## config.mk

```make
export PLATFORM = sky130hd
export DESIGN_NAME = uart_axis_tx_flat
export DESIGN_NICKNAME = d
export VERILOG_FILES = /design/src/rtl/uart_pkg.sv /design/src/rtl/uart_axis_tx_if.sv /design/src/rtl/uart_baud_counter.sv /design/src/rtl/uart_axis_tx.sv /design/src/flat_wrapper.sv
export SDC_FILE = /design/constraint.sdc
export NUM_CORES = 1
export LEC_CHECK = 0
export ABC_AREA = 1
export CAP_MARGIN = 20
export CORE_MARGIN = 2
export CORE_UTILIZATION = 45
export CTS_CLUSTER_DIAMETER = 120
export DETAILED_ROUTE_END_ITERATION = 8
export GPL_TIMING_DRIVEN = 0
export PLACE_DENSITY = 0.76
export SYNTH_ARGS = -nofsm -noshare
export SYNTH_HDL_FRONTEND = slang
export SYNTH_SLANG_ARGS = --single-unit
export TNS_END_PERCENT = 10
```

## constraint.sdc

```tcl
create_clock -name s00_axis_aclk -period 1.8 [get_ports s00_axis_aclk]
set_input_delay 0.18 -clock s00_axis_aclk [delete_from_list [all_inputs] [get_ports s00_axis_aclk]]
set_output_delay 0.18 -clock s00_axis_aclk [all_outputs]
set_load 0.05 [all_outputs]
```

## src/rtl/uart_pkg.sv

```systemverilog
// Shared UART definitions: transmitter state encoding and baud divisor helper.
// The PARITY state exists only when UART_TX_PARITY_EN is defined.
package uart_pkg;

    typedef enum logic [2:0] {
        ST_IDLE   = 3'd0,
        ST_START  = 3'd1,
        ST_DATA   = 3'd2,
`ifdef UART_TX_PARITY_EN
        ST_PARITY = 3'd3,
`endif
        ST_STOP   = 3'd4
    } tx_state_t;

    function automatic int clks_per_bit(int clk_hz, int baud);
        return clk_hz / baud;
    endfunction

endpackage

```

## src/rtl/uart_axis_tx_if.sv

```systemverilog
// Byte-wide AXI-stream link feeding the UART transmitter.
interface uart_axis_tx_if;
    logic       tvalid;
    logic       tready;
    logic [7:0] tdata;
    logic       tlast;

    modport master (output tvalid, output tdata, output tlast, input tready);
    modport slave  (input tvalid, input tdata, input tlast, output tready);
endinterface

```

## src/rtl/uart_baud_counter.sv

```systemverilog
// Bit-period counter: counts 0..CLKS_PER_BIT-1 while enabled and pulses bit_done on the last count.
module uart_baud_counter #(
    parameter int CLKS_PER_BIT = 4
) (
    input  logic clk,
    input  logic clear,
    input  logic enable,
    output logic bit_done
);
    localparam int CNT_W = (CLKS_PER_BIT > 2) ? $clog2(CLKS_PER_BIT) : 1;
    localparam logic [CNT_W-1:0] LAST_CNT = CNT_W'(CLKS_PER_BIT - 1);

    logic [CNT_W-1:0] bit_cnt_clk_reg;

    assign bit_done = enable && (bit_cnt_clk_reg == LAST_CNT);

    // Wrapping at bit_done means every bit boundary (and thus every state change) restarts at 0.
    always_ff @(posedge clk) begin
        if (clear) begin
            bit_cnt_clk_reg <= '0;
        end else if (enable) begin
            bit_cnt_clk_reg <= bit_done ? '0 : bit_cnt_clk_reg + CNT_W'(1);
        end
    end
endmodule

```

## src/rtl/uart_axis_tx.sv

```systemverilog
// AXI-stream to UART serializer: start bit, LSB-first data, optional even parity, stop bit(s).
// Define UART_TX_PARITY_EN to insert the parity bit after the data bits.
module uart_axis_tx
    import uart_pkg::*;
#(
    parameter int CLK_FREQ_HZ = 100_000_000,
    parameter int BAUD_RATE   = 115200,
    parameter int DATA_BITS   = 8,
    parameter int STOP_BITS   = 1
) (
    input  logic           s00_axis_aclk,
    input  logic           s00_axis_areset,
    uart_axis_tx_if.slave  s00_axis,
    output logic           tx,
    output logic           busy
);
    localparam int CLKS_PER_BIT = clks_per_bit(CLK_FREQ_HZ, BAUD_RATE);

    if (CLKS_PER_BIT < 2) begin : g_bad_baud
        $error("uart_axis_tx: CLKS_PER_BIT must be at least 2");
    end
    if (DATA_BITS < 5 || DATA_BITS > 8) begin : g_bad_data_bits
        $error("uart_axis_tx: DATA_BITS must be 5..8");
    end
    if (STOP_BITS != 1 && STOP_BITS != 2) begin : g_bad_stop_bits
        $error("uart_axis_tx: STOP_BITS must be 1 or 2");
    end

    tx_state_t  state_reg;
    logic [7:0] shift_reg;
    logic [2:0] bit_idx_reg;
    logic       tx_reg;
    logic       busy_reg;
    logic       bit_done;
    logic       last_stop;
    logic       accept;

    uart_baud_counter #(
        .CLKS_PER_BIT (CLKS_PER_BIT)
    ) u_baud (
        .clk      (s00_axis_aclk),
        .clear    (s00_axis_areset || (state_reg == ST_IDLE)),
        .enable   (state_reg != ST_IDLE),
        .bit_done (bit_done)
    );

    // The final cycle of the final stop bit doubles as an accept slot for gapless frames.
    assign last_stop      = (state_reg == ST_STOP) && bit_done &&
                            (bit_idx_reg == 3'(STOP_BITS - 1));
    assign s00_axis.tready = !s00_axis_areset && ((state_reg == ST_IDLE) || last_stop);
    assign accept         = s00_axis.tvalid && s00_axis.tready;

    assign tx   = tx_reg;
    assign busy = busy_reg;

    logic unused_ok;
    assign unused_ok = &{1'b0, s00_axis.tlast};

`ifdef UART_TX_PARITY_EN
    genvar gi;
    logic [7:0] data_mask;
    logic       parity_reg;
    for (gi = 0; gi < 8; gi++) begin : g_mask
        assign data_mask[gi] = (gi < DATA_BITS);
    end
`endif

    always_ff @(posedge s00_axis_aclk) begin
        if (s00_axis_areset) begin
            state_reg   <= ST_IDLE;
            shift_reg   <= '0;
            bit_idx_reg <= '0;
            tx_reg      <= 1'b1;
            busy_reg    <= 1'b0;
`ifdef UART_TX_PARITY_EN
            parity_reg  <= 1'b0;
`endif
        end else if (accept) begin
            state_reg   <= ST_START;
            shift_reg   <= s00_axis.tdata;
            bit_idx_reg <= '0;
            tx_reg      <= 1'b0;
            busy_reg    <= 1'b1;
`ifdef UART_TX_PARITY_EN
            parity_reg  <= ^(s00_axis.tdata & data_mask);
`endif
        end else begin
            case (state_reg)
                ST_IDLE: begin
                    tx_reg   <= 1'b1;
                    busy_reg <= 1'b0;
                end
                ST_START: begin
                    if (bit_done) begin
                        state_reg   <= ST_DATA;
                        bit_idx_reg <= '0;
                        tx_reg      <= shift_reg[0];
                    end
                end
                ST_DATA: begin
                    if (bit_done) begin
                        shift_reg <= shift_reg >> 1;
                        if (bit_idx_reg == 3'(DATA_BITS - 1)) begin
                            bit_idx_reg <= '0;
`ifdef UART_TX_PARITY_EN
                            state_reg   <= ST_PARITY;
                            tx_reg      <= parity_reg;
`else
                            state_reg   <= ST_STOP;
                            tx_reg      <= 1'b1;
`endif
                        end else begin
                            bit_idx_reg <= bit_idx_reg + 3'd1;
                            tx_reg      <= shift_reg[1];
                        end
                    end
                end
`ifdef UART_TX_PARITY_EN
                ST_PARITY: begin
                    if (bit_done) begin
                        state_reg <= ST_STOP;
                        tx_reg    <= 1'b1;
                    end
                end
`endif
                ST_STOP: begin
                    if (last_stop) begin
                        state_reg   <= ST_IDLE;
                        bit_idx_reg <= '0;
                        busy_reg    <= 1'b0;
                    end else if (bit_done) begin
                        bit_idx_reg <= bit_idx_reg + 3'd1;
                    end
                end
                default: begin
                    state_reg <= ST_IDLE;
                    tx_reg    <= 1'b1;
                    busy_reg  <= 1'b0;
                end
            endcase
        end
    end
endmodule

```

## src/flat_wrapper.sv

```systemverilog
// flat-port wrapper written by rule: the top's interface ports become plain ports
module uart_axis_tx_flat import uart_pkg::*;
#(
    parameter int CLK_FREQ_HZ = 100_000_000,
    parameter int BAUD_RATE   = 115200,
    parameter int DATA_BITS   = 8,
    parameter int STOP_BITS   = 1
)
  (s00_axis_aclk, s00_axis_areset, tx, busy, s00_axis_tvalid, s00_axis_tdata, s00_axis_tlast, s00_axis_tready);
  uart_axis_tx_if s00_axis_i ();
  input  logic s00_axis_aclk;
  input  logic s00_axis_areset;
  output logic tx;
  output logic busy;
  input wire logic [$bits(s00_axis_i.tvalid)-1:0] s00_axis_tvalid;
  input wire logic [$bits(s00_axis_i.tdata)-1:0] s00_axis_tdata;
  input wire logic [$bits(s00_axis_i.tlast)-1:0] s00_axis_tlast;
  output wire logic [$bits(s00_axis_i.tready)-1:0] s00_axis_tready;
  assign s00_axis_i.tvalid = s00_axis_tvalid;
  assign s00_axis_i.tdata = s00_axis_tdata;
  assign s00_axis_i.tlast = s00_axis_tlast;
  assign s00_axis_tready = s00_axis_i.tready;
  uart_axis_tx #(.CLK_FREQ_HZ(CLK_FREQ_HZ), .BAUD_RATE(BAUD_RATE), .DATA_BITS(DATA_BITS), .STOP_BITS(STOP_BITS)) u_core (.s00_axis_aclk(s00_axis_aclk), .s00_axis_areset(s00_axis_areset), .s00_axis(s00_axis_i), .tx(tx), .busy(busy));
endmodule
```

==> run metrics, run 1 <==
I/O pins=15; final design area excluding fillers=1703 µm²; clock insertion delay at the later pin of the skew report=0.32 ns; CP max FO=4; worst r2r dst=u_core.u_baud.bit_cnt_clk_reg[4]; Syn Area/Cell=6.839 µm²; sequential share of the synthesized area=36.94%; Max-Cap Viols=0; Total Die Area=3595 µm²; CP required=1.62 ns; Max transition margin=63.63%; most frequent cells in the layout=nand2_1 (51), nor2_1 (24), inv_1 (23); area grow syn2layout=20.87%; worst hold endpoint=u_core.shift_reg[7]; hold path startpoint=s00_axis_tvalid; CP cell instances=ha_4 > nand2_4 > nor2_4 > nand3_4 > a21oi_4 > buf_6; register-to-register setup slack=0.21 ns; crit path DAT=1.52 ns; largest net degree at the start of global routing=15; layout cell share with drive strength beyond 1=17.78%; Pins Over Slew Limit=0; CP top delay family=flip-flops; leakage=0.0007540 µW; TritonCTS Sinks=26; Area contributors post-synth=dfxtp_1 (37%), nand2_1 (14%), nor2_1 (6.9%); cell area after synthesis=1409 µm²; Max Clock Freq=588.0 MHz; antenna violations before repair=0; Warnings, synthesis=0; Max Buffers Root-to-Sink=2; H-Tree Depth=1; Synth top area share=36.94%; Gate Count Post-Synth=206; DRC=0; core region area=3003 µm²; most common cell after layout, fill and taps aside=nand2_1; Seq cells post-synth=26; first-pass GRT wire length=4995 µm; hold_buf cts=0; Fin. Hold Viols=0; Worst Path Buf+Inv=1; Power Density=1084 nW/µm²; Total Routing Usage GR=17.92%; library cells used by synthesis=24; root buf cell=clkbuf_4; placed instance area=1574 µm²; PortBufs=12; Num CTS Buffers=3; diode count=0; chip height=59.96 µm; CP startpoint kind=register; Post-Syn Nets=222; Setup Viol. Count Final=0; Period minus WS final=1.701 ns; Pre-antenna DRT Iters=4; crit share post-route=94.48%; vias in the first global route=1207; max reg flops=10; Peak VDD IR=595.1 µV; FP Rows=20; status=finished clean; WL final=2756 µm; gr ovfl total=0; CTS tree=built; crit end category=primary output; critical path depth in cells=6; critical path type=reg2out; total negative setup slack=0 ns; initial DRC count=67; # fillers=298; slowest stage delay, CP=0.38 ns; antenna-violating nets left=0; Reg2Reg Depth=8; worst clock skew=0.01521 ns; Slowest cell on crit path=dfxtp_2; WHS Path Cells=3; Worst Tran Pin Value=0.5456 ns; fin nets=242; gp weighted congestion=0.9209; DR WL/cell=10.68 µm; starting density of the core=46.92%; detailed placement HPWL=2078 µm; Yosys top cell by area=dfxtp_1; Min-Delay Path Class=in2reg; via count=1314; vias per cell=5.093; worst r2r src=u_core.u_baud.bit_cnt_clk_reg[1]; clock-pin slew on the worst setup and hold paths=0.15 ns; Die Wd=59.96 µm
## where the power goes
group	leakage [µW]	internal, µW	switching [µW]
Combinational	0.000518	279	551
Clock	0.0000210	124	170
Sequential	0.000215	665	56.6
Total	0.000754	1070	777
## cell type report
type / count / area (µm²) / area share [%]
clock buffers: 4 / 36.28 / 2.131
repair buffers: 15 / 143.9 / 8.450
flip-flops and latches: 26 / 531.8 / 31.23
multi-input cells: 148 / 820.8 / 48.20
inverters: 28 / 105.1 / 6.172
well taps: 33 / 41.29 / 2.425
plain buffers: 4 / 23.77 / 1.396
## worst reg2reg max path, delay by kind of cell (launching register included)
family | cells | cell delay (ns)
AOI/OAI and AO/OA | 2 | 0.15
adders and majority gates | 1 | 0.16
buffers and inverters | 1 | 0.11
and+or+nand+nor | 4 | 0.70
DFF | 1 | 0.38
## metal layers
metal,global-route usage (%),wire (µm),vias up
met5,0,0,-
met4,6.984,31,0
met3,1.948,98,4
met2,30.43,1326,26
met1,23.08,1300,588
li1,-,-,696
## worst max-delay path by stage
stage	from	to	slack (ns)
after floorplan	u_core.u_baud.bit_cnt_clk_reg[0]	u_core.shift_reg[7]	0.09
after global placement	s00_axis_areset	s00_axis_tready	-0.31
after detailed placement	s00_axis_areset	s00_axis_tready	-0.30
after CTS	u_core.u_baud.bit_cnt_clk_reg[0]	s00_axis_tready	0.02
after global routing	u_core.u_baud.bit_cnt_clk_reg[0]	s00_axis_tready	-0.004
final	u_core.u_baud.bit_cnt_clk_reg[1]	s00_axis_tready	0.1
## timing repair
action,in CTS,in global routing
pin swaps,0,7
setup endpoints to repair,1,9
setup buffers,0,3
resized for setup,10,19
cloned,0,0
## stage by stage
stage / power (µW) / setup slack (ns) / cells / hold slack, ns / util [%]
finish: 1845 / 0.09934 / 258 / 0.2147 / 56.71
global placement: 1511 / -0.3088 / 251 / 0.4322 / 52.42
floorplan: 1331 / 0.08573 / 206 / 0.3482 / -
detailed placement: 1524 / -0.3024 / 251 / 0.4495 / 52.42
global route: 2008 / -0.004085 / 258 / 0.2501 / 56.71
CTS: 1838 / 0.02441 / 255 / 0.2047 / 54.04
## synthesized netlist by cell type
| library cell | number |
|---|---|
| nor2_4 | 2 |
| buf_2 | 1 |
| ha_1 | 4 |
| o211a_1 | 1 |
| nor3b_1 | 1 |
| nor3_1 | 1 |
| nor3_2 | 1 |
| nand2_1 | 53 |
| nor2_2 | 1 |
| nand4_1 | 10 |
| inv_2 | 3 |
| nand2_2 | 4 |
| nand2_4 | 1 |
| buf_6 | 1 |
| nand3_1 | 16 |
| nor2_1 | 26 |
| inv_1 | 25 |
| or2_1 | 1 |
| nand3_4 | 2 |
| clkbuf_1 | 2 |
| a21oi_1 | 15 |
| xor2_1 | 3 |
| o21ai_0 | 6 |
| dfxtp_1 | 26 |
## logic make-up after synthesis
logic type	synth area share [%]
AO/OA/AOI/OAI	8.170
XOR/XNOR	1.865
adder cells (fa/ha/maj)	3.553
buffers and inverters	9.147
flip-flops	36.94
AND/OR/NAND/NOR	40.32
(Power assumes the default switching activity.)
==> run 2: changes to the inputs <==
--- a/config.mk
+++ b/config.mk
@@ -6,13 +6,14 @@
 export NUM_CORES = 1
 export LEC_CHECK = 0
 export ABC_AREA = 1
-export CAP_MARGIN = 20
+export CAP_MARGIN = 40
 export CORE_MARGIN = 2
-export CORE_UTILIZATION = 45
+export CORE_UTILIZATION = 55
 export CTS_CLUSTER_DIAMETER = 120
+export CTS_CLUSTER_SIZE = 24
 export DETAILED_ROUTE_END_ITERATION = 8
 export GPL_TIMING_DRIVEN = 0
-export PLACE_DENSITY = 0.76
+export PLACE_DENSITY = 0.88
 export SYNTH_ARGS = -nofsm -noshare
 export SYNTH_HDL_FRONTEND = slang
 export SYNTH_SLANG_ARGS = --single-unit
==> run metrics, run 2 (synthesis gave the netlist of run 1 again) <==
Pre-antenna DRT Iters=4 (unchanged); Reg2Reg Depth=10 (was 8); Pins Over Slew Limit=0 (unchanged); worst r2r dst=u_core.state_reg[2] (was u_core.u_baud.bit_cnt_clk_reg[4]); antenna violations before repair=0 (unchanged); WHS Path Cells=3 (unchanged); core region area=2455 µm² (was 3003 µm²); worst clock skew=0.005247 ns (was 0.01521 ns); most frequent cells in the layout=nand2_1 (50), inv_1 (23), nor2_1 (23) (was nand2_1 (51), nor2_1 (24), inv_1 (23)); crit share post-route=96.62% (was 94.48%); Max transition margin=63.46% (was 63.63%); Worst Tran Pin Value=0.5481 ns (was 0.5456 ns); Total Routing Usage GR=21.97% (was 17.92%); CP max FO=4 (unchanged); slowest stage delay, CP=0.39 ns (was 0.38 ns); register-to-register setup slack=0.16 ns (was 0.21 ns); setup ws final=0.06077 ns (was 0.09934 ns); most common cell after layout, fill and taps aside=nand2_1 (unchanged); Max-Cap Viols=0 (unchanged); starting density of the core=57.39% (was 46.92%); crit end category=primary output (unchanged); placed cell count=248 (was 251); vias per cell=5.213 (was 5.093); DRC=0 (unchanged); crit path DAT=1.56 ns (was 1.52 ns); via count=1319 (was 1314); CP cell instances=ha_4 > nand2_4 > nor2_4 > nand3_4 > a21oi_4 > buf_6 (unchanged); DR WL/cell=11.54 µm (was 10.68 µm); clock-pin slew on the worst setup and hold paths=0.14 ns (was 0.15 ns); TritonCTS Sinks=26 (unchanged); layout cell share with drive strength beyond 1=17.49% (was 17.78%); largest net degree at the start of global routing=16 (was 15); gp weighted congestion=0.8526 (was 0.9209); initial DRC count=46 (was 67); diode count=0 (unchanged); hold_buf cts=0 (unchanged); Max Buffers Root-to-Sink=2 (unchanged); CP startpoint kind=register (unchanged); Num CTS Buffers=3 (unchanged); WL final=2919 µm (was 2756 µm); leakage=0.0007508 µW (was 0.0007540 µW); critical path depth in cells=6 (unchanged); pre-CTS WS=-0.2895 ns (was -0.3024 ns); detailed placement HPWL=2032 µm (was 2078 µm); critical path type=reg2out (unchanged); H-Tree Depth=1 (unchanged); Die Wd=54.61 µm (was 59.96 µm); Setup Viol. Count Final=0 (unchanged); CP required=1.62 ns (about the same); Worst Path Buf+Inv=1 (unchanged); status=finished clean (unchanged); I/O pins=15 (unchanged); Total Die Area=2982 µm² (was 3595 µm²); hold path startpoint=s00_axis_tvalid (unchanged); Min-Delay Path Class=in2reg (unchanged); CP top delay family=flip-flops (unchanged); antenna-violating nets left=0 (unchanged); placed instance area=1570 µm² (was 1574 µm²); chip height=54.61 µm (was 59.96 µm); area grow syn2layout=20.60% (was 20.87%); # fillers=203 (was 298); Fin. Hold Viols=0 (unchanged); Period minus WS final=1.739 ns (was 1.701 ns); final design area excluding fillers=1699 µm² (was 1703 µm²); CTS tree=built (unchanged); max reg flops=10 (unchanged); FP Rows=18 (was 20); Final Util=69.22% (was 56.71%); Max Clock Freq=575.0 MHz (was 588.0 MHz); worst r2r src=u_core.u_baud.bit_cnt_clk_reg[0] (was u_core.u_baud.bit_cnt_clk_reg[1]); gr ovfl total=0 (unchanged); PortBufs=12 (unchanged); first-pass GRT wire length=4602 µm (was 4995 µm); RSZ-0062 raised after global routing=yes; worst hold endpoint=u_core.shift_reg[7] (unchanged); clock insertion delay at the later pin of the skew report=0.33 ns (was 0.32 ns); fin cells=253 (was 258); vias in the first global route=1076 (was 1207); Peak VDD IR=939.5 µV (was 595.1 µV); Slowest cell on crit path=dfxtp_4 (was dfxtp_2); fin nets=240 (was 242); root buf cell=clkbuf_4 (unchanged); Power Density=1166 nW/µm² (was 1084 nW/µm²)
## run 2: changes by cell type in the layout (fill, tap and decap cells not counted)
cell       delta
bufinv_16     +1
nor2_2        +2
nor2_1        -1
buf_4         -2
nand2_1       -1
clkbuf_8      -1
nand2_2       +1
dfxtp_2       -1
nor2_4        -1
dfxtp_1       +1
## run 2: per-stage QoR
stage	TNS, ns	hold slack [ns]	power (µW)
global placement	-0.2973	0.4311	1500
floorplan	0	0.3482	1331
finish	0	0.2246	1981
CTS	0	0.2095	1940
detailed placement	-0.2895	0.4434	1520
global route	-0.04087	0.2138	2125
## run 2: final cells by class
type | instances | area (µm²) | share of cell area, %
repair buffers | 13 | 128.9 | 7.585
multi-input cells | 148 | 820.8 | 48.31
inverters | 28 | 105.1 | 6.186
plain buffers | 4 | 23.77 | 1.399
well taps | 30 | 37.54 | 2.209
clock buffers | 3 | 22.52 | 1.325
flip-flops and latches | 26 | 530.5 | 31.22
clock inverters | 1 | 30.03 | 1.767
## run 2: tightest hold or removal path, stage by stage
cell and delay (ns):
buf_2 0.17, nand3_1 0.10, a21oi_1 0.06
## run 2: timing repair
action | 4_1_cts | 5_1_grt
buffers inserted | 0 | 1
pin swaps | 0 | 6
gates resized for setup | 10 | 19
endpoints found under the setup margin | 1 | 8
## run 2: power by group
group          internal [µW]  switching [µW]  leakage, µW
Combinational            280             573     0.000508
Sequential               663            59.4     0.000215
Clock                    225             180    0.0000279
Total                   1170             813     0.000751
## run 2: worst max-delay path by stage
stage	startpoint	endpoint	slack [ns]
2_1_floorplan	u_core.u_baud.bit_cnt_clk_reg[0]	u_core.shift_reg[7]	0.09
3_3_place_gp	s00_axis_areset	s00_axis_tready	-0.30
5_1_grt	u_core.u_baud.bit_cnt_clk_reg[7]	s00_axis_tready	-0.04
3_5_place_dp	s00_axis_areset	s00_axis_tready	-0.29
4_1_cts	u_core.u_baud.bit_cnt_clk_reg[0]	s00_axis_tready	0.009
6_report	u_core.u_baud.bit_cnt_clk_reg[0]	s00_axis_tready	0.06
## run 2: metal layers
| layer | up-vias | GRT usage (%) | part of all wire (%) |
|---|---|---|---|
| met2 | 24 | 35.12 | 49 |
| met3 | 6 | 5.738 | 3.8 |
| met4 | 0 | 7.917 | 1.8 |
| met1 | 588 | 28.28 | 46 |
| met5 | - | 0 | 0 |
| li1 | 701 | - | - |
